[src/rtl/if_stage.sv]
// Instruction-fetch stage: PC, IM read port, IF/ID register, halt detect and drain.
// Optional perf counters (fetch_cnt, stall_cnt) are built when IF_PERF_EN is defined.
module if_stage #(
    parameter logic [15:0] RESET_PC     = 16'h0000,
    parameter logic [3:0]  HLT_OPCODE   = 4'hF,
    parameter logic [15:0] NOP_INSTR    = 16'h0000,
    parameter int unsigned DRAIN_CYCLES = 4
) (
    input  logic        clk,
    input  logic        rst_n,
    output logic [15:0] pc,
    output logic [15:0] im_addr,
    output logic        im_rd_en,
    input  logic [15:0] im_instr,
    input  logic        stall,
    input  logic        br_taken,
    input  logic [15:0] br_target,
    output logic [15:0] ifid_instr,
    output logic [15:0] ifid_pc_inc,
    output logic        ifid_valid,
    output logic        hlt,
    output logic [15:0] fetch_cnt,
    output logic [15:0] stall_cnt
);

    localparam int unsigned XLEN = 16;
    localparam int unsigned CW   = 4;

    typedef enum logic [1:0] {
        ST_RUN,
        ST_HALT_PEND,
        ST_HALTED
    } state_t;

    state_t            state, state_nxt;
    logic [XLEN-1:0]   pc_q, pc_nxt;
    logic [XLEN-1:0]   instr_q, instr_nxt;
    logic [XLEN-1:0]   pc_inc_q, pc_inc_nxt;
    logic              valid_q, valid_nxt;
    logic              hlt_q, hlt_nxt;
    logic [CW-1:0]     drain_q, drain_nxt;
    logic [XLEN-1:0]   pc_inc;
    logic              rd_en;

    assign pc_inc   = pc_q + XLEN'(1);
    assign rd_en    = (state == ST_RUN) && !stall && !br_taken;

    assign pc          = pc_q;
    assign im_addr     = pc_q;
    assign im_rd_en    = rd_en;
    assign ifid_instr  = instr_q;
    assign ifid_pc_inc = pc_inc_q;
    assign ifid_valid  = valid_q;
    assign hlt         = hlt_q;

    // State register
    always_ff @(posedge clk) begin
        if (!rst_n) begin
            state <= ST_RUN;
        end else begin
            state <= state_nxt;
        end
    end

    // Next state and next datapath values; redirect beats stall beats fetch
    always_comb begin
        state_nxt  = state;
        pc_nxt     = pc_q;
        instr_nxt  = instr_q;
        pc_inc_nxt = pc_inc_q;
        valid_nxt  = valid_q;
        drain_nxt  = drain_q;
        hlt_nxt    = hlt_q;

        unique case (state)
            ST_RUN: begin
                if (br_taken) begin
                    pc_nxt    = br_target;
                    instr_nxt = NOP_INSTR;
                    valid_nxt = 1'b0;
                end else if (!stall) begin
                    instr_nxt  = im_instr;
                    pc_inc_nxt = pc_inc;
                    valid_nxt  = 1'b1;
                    if (im_instr[15:12] == HLT_OPCODE) begin
                        state_nxt = ST_HALT_PEND;
                        drain_nxt = '0;
                    end else begin
                        pc_nxt = pc_inc;
                    end
                end
            end
            ST_HALT_PEND: begin
                // Halt stays speculative until the drain completes
                if (br_taken) begin
                    pc_nxt    = br_target;
                    instr_nxt = NOP_INSTR;
                    valid_nxt = 1'b0;
                    drain_nxt = '0;
                    state_nxt = ST_RUN;
                end else if (!stall) begin
                    instr_nxt = NOP_INSTR;
                    valid_nxt = 1'b0;
                    drain_nxt = drain_q + CW'(1);
                    if (drain_q == CW'(DRAIN_CYCLES - 1)) begin
                        state_nxt = ST_HALTED;
                        hlt_nxt   = 1'b1;
                    end
                end
            end
            ST_HALTED: begin
                hlt_nxt = 1'b1;
            end
            default: begin
                state_nxt = ST_RUN;
            end
        endcase
    end

    // PC, IF/ID register, drain counter, halt flag
    always_ff @(posedge clk) begin
        if (!rst_n) begin
            pc_q     <= RESET_PC;
            instr_q  <= NOP_INSTR;
            pc_inc_q <= '0;
            valid_q  <= 1'b0;
            drain_q  <= '0;
            hlt_q    <= 1'b0;
        end else begin
            pc_q     <= pc_nxt;
            instr_q  <= instr_nxt;
            pc_inc_q <= pc_inc_nxt;
            valid_q  <= valid_nxt;
            drain_q  <= drain_nxt;
            hlt_q    <= hlt_nxt;
        end
    end

`ifdef IF_PERF_EN
    logic [XLEN-1:0] fetch_cnt_q;
    logic [XLEN-1:0] stall_cnt_q;
    logic            stall_hit;

    assign stall_hit = (state == ST_RUN) && stall && !br_taken;

    // Perf counters; wrap naturally, frozen outside RUN
    always_ff @(posedge clk) begin
        if (!rst_n) begin
            fetch_cnt_q <= '0;
            stall_cnt_q <= '0;
        end else begin
            if (rd_en) begin
                fetch_cnt_q <= fetch_cnt_q + XLEN'(1);
            end
            if (stall_hit) begin
                stall_cnt_q <= stall_cnt_q + XLEN'(1);
            end
        end
    end

    assign fetch_cnt = fetch_cnt_q;
    assign stall_cnt = stall_cnt_q;
`else
    assign fetch_cnt = '0;
    assign stall_cnt = '0;
`endif

endmodule
[config.mk]
export PLATFORM = sky130hd
export DESIGN_NAME = if_stage
export DESIGN_NICKNAME = d
export VERILOG_FILES = /design/src/rtl/if_stage.sv
export SDC_FILE = /design/constraint.sdc
export NUM_CORES = 1
export LEC_CHECK = 0
export CORE_MARGIN = 2
export CORE_UTILIZATION = 42
export CTS_CLUSTER_DIAMETER = 50
export CTS_CLUSTER_SIZE = 25
export DETAILED_ROUTE_END_ITERATION = 10
export PLACE_DENSITY = 0.9
export SYNTH_ARGS = -nofsm -noshare
export SYNTH_HDL_FRONTEND = slang
export SYNTH_SLANG_ARGS = --single-unit
[constraint.sdc]
create_clock -name clk -period 1.8 [get_ports clk]
set_clock_uncertainty 0.1 [all_clocks]
set_input_delay 0.36 -clock clk [delete_from_list [all_inputs] [get_ports clk]]
set_output_delay 0.36 -clock clk [all_outputs]
set_load 0.1 [all_outputs]
Yosys cells after proc, flatten, opt, wreduce, memory -nomap -nowiden
Index checks and enable logic that the tools add are counted.
Word-level totals
  word-level logic and storage cells: 72
  memories: 0
  output and inout bits: 99
  register bits after elaboration: 56
  RAM bits: 0
  bits in latches: 0
  memory bits (read-only): 0
Cells by class
  muxes and demuxes: 32
  bitwise operators: 3
  $add $sub $neg: 2
  div/mod/pow operators: 0
  reduce and logical (&&, ||, !) cells: 13
  eq/ne operators: 15
  shift-type cells: 0
  $lt $le $gt $ge: 0
  multipliers: 0
Operators with widths (number)
  $mux 16: 8
  $pmux 16 s2: 2
  $mux 4: 5
  $add 16x1->16 const B: 1
  $mux 2: 6
  $ne 2x2->1 const B: 6
  $ne 3x3->1 const B: 4
  $pmux 4 s2: 1
  $reduce_and 4->1: 2
  $mux 1: 7
  $pmux 2 s3: 1
  $reduce_and 3->1: 2
  $reduce_and 6->1: 1
  $reduce_and 5->1: 1
  $add 4x1->4 const B: 1
  $eq 4x2->1 const B: 1
  $eq 4x4->1 const B: 1
  $pmux 1 s2: 2
  $reduce_bool 2->1: 2
  $not 1->1: 3
  $eq 2x1->1 const B: 1
  $eq 2x2->1 const B: 1
  $logic_and 1x1->1: 2
  $logic_not 1->1: 2
  2 further kinds: 2

Longest topological paths before layout
Gate-level depths: netlist of the first run.
  word-level depth: 5
  gate-level depth with buffers: 8
  mapped depth without buffers: 6

Least setup slack after synthesis of the first run
No wires, ideal clock.
  path kind: reg2reg
  from: register pc_q[0], in the netlist im_addr[0]
  to: register pc_q[10], in the netlist im_addr[10]
  library setup time: 0.138 ns
  stages on the path, launching flop included: 7
  required time: 1.562 ns
  data arrival time: 2.244 ns
  path slack: -0.682 ns
  cell sequence: dfxtp_1 -> ha_1 -> nand3_2 -> nor2_1 -> and3_1 -> xnor2_1 -> o221ai_1
Between the ends
  word-level cells in the longest chain between the ends: 5
RTL lines
  start, declared: line 36  | logic [XLEN-1:0] pc_q, pc_nxt;
  start signal, assigned: line 130  | pc_q <= pc_nxt;
  $add 16x1->16: line 45  | assign pc_inc = pc_q + XLEN'(1);
  $mux 16: line 85  | if (im_instr[15:12] == HLT_OPCODE) begin
  $mux 16: line 81  | end else if (!stall) begin
  $mux 16: line 77  | if (br_taken) begin
  $pmux 16 s2: line 75  | unique case (state)
Every way passes these cells. The select of a mux whose other input is x is not followed.
A chain may end at the register's enable or synchronous reset.

Worst setup path after layout of the first run
  from: register state[1]
  to: output port im_rd_en
Between the ends
  word-level cells in the longest chain between the ends: 3
RTL lines
  start, declared: line 35  | state_t state, state_nxt;
  start signal, assigned: line 61  | state <= state_nxt;
  $logic_not 2->1: line 46  | assign rd_en = (state == ST_RUN) && !stall && !br_taken;
  $logic_and 1x1->1 (2 in a row): line 46
  end, declared: line 13  | output logic im_rd_en,
Every way passes these cells.

==> impl_metrics.toml, run 1 <==
[sta]
hold_violations = 0
setup_ws_ns = -0.0355
fin_crit_sh_pct = 102
max_freq_ghz = 0.545
slew_violations = 0
rsz0062_at_grt = "true"
period_minus_slack_ns = 1.84
setup_viol = 1

[synth]
syn_area_per_cell_um2 = 8.66
netlist_area_um2 = 3060
syn_inst = 353
synth_seq_cells = 56
synth-edff-count = 0
ys_top_cells_by_count = "56 x dfxtp_1, 48 x buf_4, 25 x nand2_1"
synth_top_area_cell = "dfxtp_1"
ys_seq_area_share_pct = 36.7
ys_warn_count = 0
synth_top_area_share_pct = 36.7
postSynth.asyncResetShare_pct = 0
synthTopCellsByArea = "dfxtp_1 37%, buf_4 12%, nor2b_1 4.7%"
synth_flop_cell = "dfxtp_1"
synth.most_common_cell = "dfxtp_1"
synth.distinct_cells = 52

[power_and_ir_drop]
p_per_area_nw_per_um2 = 748
p_clk_share_pct = 18.7
power_leakage_nw = 2.06
peakVddDrop_v = 0.000459
p_seq_share_pct = 37.5
p_comb_share_pct = 43.8
internal_power_mw = 2.11
swShare_pct = 44.1
netSwitchingPower_mw = 1.66

[worst_hold_path]
min_path_cells = 3
hold_class = "in -> reg"
hp-start = "im_instr[15]"
hold-path-endpoint = "ifid_instr[15]"

[worst_setup_path]
worstReg2RegEnd = "state[1]"
critPathArrivalTime_ns = 1.38
path_cells = "buf_6 -> nor4_4 -> buf_4 -> buf_12"
critical-path-max-stage-delay_ns = 0.34
crit_family = "buffers and inverters"
worstPathMaxFanout = 2
cpMaxStageDelayCell = "dfxtp_2"
ff2ff_path_depth = 4
criticalPathCategory = "reg -> out"
worstReg2RegStart = "drain_q[1]"
start_kind = "flop"
required_ns = 1.34
path_buf_inv = 3
r2r_setup_slack_ns = 0.10
end_kind = "output pin"

[finish]
nFillCells = 499
drive_gt1_share_pct = 32.6
area_growth_pct = 65.0
instances_no_fill = 562
nets = 500
n_antenna_cell = 0

[die]
die_w_um = 89.3
dieArea_um2 = 7980
initial_utilization_pct = 42.8
rows = 31
die_h_um = 89.3
pin_count = 135
core_um2 = 7140

[global_routing]
grt_pass1_vias = 2768
antenna_found_initial = 0
grt_pass1_wl_mm = 13.1
grt_max_degree = 32
grt_usage_pct = 20.8
grt_overflow = 0

[status]
violations = "negative setup slack"
outcome = "finished, violations left"

[place]
dp_hpwl_mm = 6.49
place_inst = 547
post-place-ws_ns = -0.409
gp_congestion = 0.835
io_buffers = 102

[clock_network]
clockRootBuffer = "clkbuf_8"
cts_buffers = 5
insertion_delay_ns = 0.31
cts_max_path_buffers = 2
cts_hold_buffers = 0
cts.clk_slew.worst_paths_ns = 0.11
cts_sinks = 56
cts_tree = "done"
htreeDepth = 2

[routing]
ant_nets = 0
drc = 0
num_vias = 2873
wl_per_cell_um = 15.0
viasPerCell = 5.11
drt_pass1_iterations = 5
routed_wl_mm = 8.44
detail_route.iter0.violations = 164

[job]
maxCapViolCount = 0
## cell type report
| cell class | count | area (um2) | share of cell area, % |
|---|---|---|---|
| Clock buffer | 6 | 72.6 | 1.44 |
| Sequential cell | 56 | 1170 | 23.2 |
| Clock inverter | 2 | 15.0 | 0.298 |
| Tap cell | 99 | 124 | 2.46 |
| Timing Repair Buffer | 141 | 2040 | 40.5 |
| Multi-Input combinational cell | 254 | 1600 | 31.7 |
| Inverter | 4 | 15.0 | 0.298 |
## sequential cells by signal (all words and copies together) (netlist names)
signal       count
ifid_instr      16
ifid_pc_inc     16
im_addr         16
drain_q          4
state            2
hlt              1
ifid_valid       1
## repair_timing
item,4_1_cts,5_1_grt
gates cloned,0,0
setup buffers,5,2
gates resized for setup,7,10
endpoints found under the setup margin,4,10
pin swaps,2,4
## stage by stage
| step | hold slack (ns) | power (mW) | util (%) | setup TNS, ns | instance area (um2) |
|---|---|---|---|---|---|
| 2_1_floorplan | 0.348 | 2.59 | - | 0 | 3250 |
| 3_3_place_gp | 0.365 | 3.06 | 68.2 | -9.07 | 4860 |
| 3_5_place_dp | 0.405 | 3.09 | 68.2 | -12.41 | 4860 |
| 4_1_cts | 0.315 | 3.80 | 70.0 | -0.0319 | 5000 |
| 5_1_grt | 0.305 | 3.91 | 70.7 | -0.0991 | 5040 |
| 6_report | 0.285 | 3.78 | 70.7 | -0.0355 | 5040 |
## per-layer routing
| layer | up-vias | GRT usage (%) | wire [um] | part of all wire, % |
|---|---|---|---|---|
| met4 | 0 | 6.65 | 121 | 1.4 |
| li1 | 1384 | - | - | - |
| met1 | 1363 | 25.6 | 3240 | 38 |
| met3 | 15 | 4.71 | 469 | 5.6 |
| met5 | - | 0 | 0 | 0 |
| met2 | 111 | 36.2 | 4600 | 55 |
## cell usage in the layout (no fill, tap or decap), types with 3 or more instances in the layout
| master | instances |
|---|---|
| buf_4 | 34 |
| dlymetal6s2s_1 | 4 |
| a21oi_1 | 20 |
| nand3_1 | 14 |
| xnor2_1 | 7 |
| mux2i_1 | 3 |
| o21ai_0 | 14 |
| dfxtp_2 | 5 |
| xor2_1 | 6 |
| inv_1 | 4 |
| and2_1 | 3 |
| o211a_1 | 7 |
| conb_1 | 32 |
| nand4_1 | 4 |
| clkbuf_8 | 5 |
| o21a_1 | 3 |
| nand2_1 | 25 |
| or3_1 | 3 |
| nor3_1 | 4 |
| clkdlybuf4s50_1 | 28 |
| nor3_2 | 3 |
| dfxtp_1 | 39 |
| dfxtp_4 | 12 |
| a21boi_1 | 6 |
| buf_12 | 71 |
| nor2b_1 | 23 |
| o21ai_1 | 9 |
| nand3b_1 | 3 |
| nor2_1 | 11 |
| a22oi_1 | 19 |
## worst max path at each step
stage	from	end	slack [ns]	depth (start not counted)
after detailed placement	im_instr[12]	drain_q[2]	-0.41	6
after floorplan	im_addr[2]	im_addr[15]	0.03	6
after CTS	state[1]	im_rd_en	-0.03	4
final	state[1]	im_rd_en	-0.04	4
after global routing	state[1]	im_rd_en	-0.1	4
after global placement	im_instr[12]	drain_q[1]	-0.32	5
## worst register-to-register path, stage by stage (launching register included)
cell and delay [ns]:
dfxtp_1 0.39, ha_1 0.21, or4b_2 0.64, o22ai_2 0.16
and2_1 0.14
## power groups by stage
stage / logic [mW] / clock network, mW / registers (mW)
after global routing: 1.71 / 0.774 / 1.43
final: 1.65 / 0.704 / 1.42
after CTS: 1.65 / 0.727 / 1.42
after global placement: 1.63 / 0 / 1.44
after floorplan: 0.775 / 0 / 1.82
after detailed placement: 1.65 / 0 / 1.44
## logic make-up (layout without fill, tap and decap cells)
kind of cell | count (synthesis) | in the layout | share of synthesized area, %
XOR/XNOR | 13 | 13 | 3.72
flip-flops | 56 | 56 | 36.7
other | 1 | 32 | 0.123
buffers and inverters | 74 | 153 | 16.5
multiplexers | 3 | 3 | 0.982
AND/OR/NAND/NOR | 110 | 110 | 20.8
adder cells (fa/ha/maj) | 2 | 2 | 0.819
AO/OA/AOI/OAI | 94 | 94 | 20.4
(Power assumes the default switching activity.)
==> run 2: changes to the inputs <==
--- a/config.mk
+++ b/config.mk
@@ -11,6 +11,8 @@
 export CTS_CLUSTER_SIZE = 25
 export DETAILED_ROUTE_END_ITERATION = 10
 export PLACE_DENSITY = 0.9
+export RECOVER_POWER = 50
+export SLEW_MARGIN = 40
 export SYNTH_ARGS = -nofsm -noshare
 export SYNTH_HDL_FRONTEND = slang
 export SYNTH_SLANG_ARGS = --single-unit
==> impl_metrics.toml, run 2 (synthesized netlist as in run 1, its figures left out) <==
[routing]
drt_pass1_iterations = 6
viasPerCell = 5.09
drc = 0
wl_per_cell_um = 15.1
routed_wl_mm = 8.50
detail_route.iter0.violations = 159
ant_nets = 0
num_vias = 2863

[sta]
max_freq_ghz = 0.545
rsz0062_at_grt = "true"
hold_ws_ns = 0.285
slew_headroom_pct = 62.7
setup_viol = 1
fin_crit_sh_pct = 102
hold_violations = 0
slew_violations = 0
worst_pin_slew_ns = 0.562
period_minus_slack_ns = 1.84
setup_ws_ns = -0.0360

[worst_setup_path]
worstReg2RegStart = "drain_q[1]"
start_kind = "flop"
r2r_setup_slack_ns = 0.11
cp.depth = 4
cpMaxStageDelayCell = "dfxtp_2"
path_buf_inv = 3
critPathArrivalTime_ns = 1.38
worstPathMaxFanout = 2
crit_family = "buffers and inverters"
required_ns = 1.34
end_kind = "output pin"
path_cells = "buf_6 -> nor4_4 -> buf_4 -> buf_12"
ff2ff_path_depth = 4
critical-path-max-stage-delay_ns = 0.34
criticalPathCategory = "reg -> out"
worstReg2RegEnd = "state[1]"

[finish]
area_growth_pct = 42.4
n_antenna_cell = 0
multiInputGateArea_um2 = 1600
nFillCells = 592
regArea_um2 = 1160
instances_no_fill = 562
nets = 500
layout_common_cells = "43 x dfxtp_1, 34 x buf_4, 33 x clkbuf_2"
final_common_cell = "dfxtp_1"
drive_gt1_share_pct = 31.7

[power_and_ir_drop]
peakVddDrop_v = 0.000444
fin_total_pwr_mw = 3.59
p_per_area_nw_per_um2 = 824
power_leakage_nw = 1.88

[place]
io_buffers = 102
place_inst = 547
dp_hpwl_mm = 6.49
gp_congestion = 0.835

[job]
maxCapViolCount = 0

[global_routing]
grt_pass1_vias = 2768
grt_max_degree = 32
grt_usage_pct = 20.8
grtUsageMet3_pct = 4.71
met1_usage_pct = 25.6
grt_overflow = 0
gr-usage-met2_pct = 36.2
grt_pass1_wl_mm = 13.1
grt_busiest_layer = "met2"
antenna_found_initial = 0

[die]
die_w_um = 89.3
rows = 31
pin_count = 135
core_um2 = 7140
die_h_um = 89.3
dieArea_um2 = 7980
initial_utilization_pct = 42.8

[clock_network]
htreeDepth = 2
cts_tree = "done"
clockRootBuffer = "clkbuf_8"
cts_sinks = 56
cts.clk_slew.worst_paths_ns = 0.11
insertion_delay_ns = 0.31
cts_max_path_buffers = 2
cts_buffers = 5

[worst_hold_path]
hold-path-endpoint = "ifid_instr[15]"
min_path_cells = 3
hold_class = "in -> reg"
hp-start = "im_instr[15]"

[status]
outcome = "finished, violations left"
violations = "negative setup slack"
[run 2: what timing repair did]
item,4_1_cts,5_1_grt
hold buffers,0,0
pin swaps,2,4
endpoints found under the setup margin,4,10
cloned,0,0
resized for setup,7,10
setup buffers,5,2
[run 2: layout make-up]
| type | instances | area share, % |
|---|---|---|
| clock buffers | 6 | 1.67 |
| clock inverters | 2 | 0.345 |
| inverters | 4 | 0.345 |
| multi-input cells | 254 | 36.8 |
| flip-flops and latches | 56 | 26.6 |
| well taps | 99 | 2.84 |
| repair buffers | 141 | 31.4 |
[run 2: per-stage QoR]
step	setup TNS (ns)	worst slack, ns	cell area [um2]	utilization [%]
floorplan	0	0.0316	3250	-
global placement	-9.07	-0.319	4860	68.2
detailed placement	-12.41	-0.409	4860	68.2
CTS	-0.0319	-0.0319	5000	70.0
global route	-0.115	-0.0991	4350	61.0
finish	-0.0360	-0.0360	4350	61.0
[run 2: power breakdown]
group	leakage, nW	switching (mW)	total (mW)	internal, mW
clock network	0.0457	0.428	0.707	0.280
registers	0.466	0.0887	1.39	1.30
logic	1.37	1.12	1.49	0.372
total	1.88	1.64	3.59	1.95
[run 2: worst register-to-register path, stage by stage, from the launching register on]
cell,delay (ns)
dfxtp_1,0.39
ha_1,0.20
or4b_2,0.64
o22ai_2,0.16
and2_1,0.14
[run 2: worst max-delay path by stage]
stage / start / end
after floorplan: im_addr[2] / im_addr[15]
after global placement: im_instr[12] / drain_q[1]
after detailed placement: im_instr[12] / drain_q[2]
after CTS: state[1] / im_rd_en
after global routing: state[1] / im_rd_en
final: state[1] / im_rd_en
[run 2: routing by layer]
metal  vias up  wire, um  share of wire, %
met2       117      4590                54
met3        13       509               6.0
met1      1353      3280                39
met4         0       116               1.4
met5         -         0                 0
li1       1380         -                 -
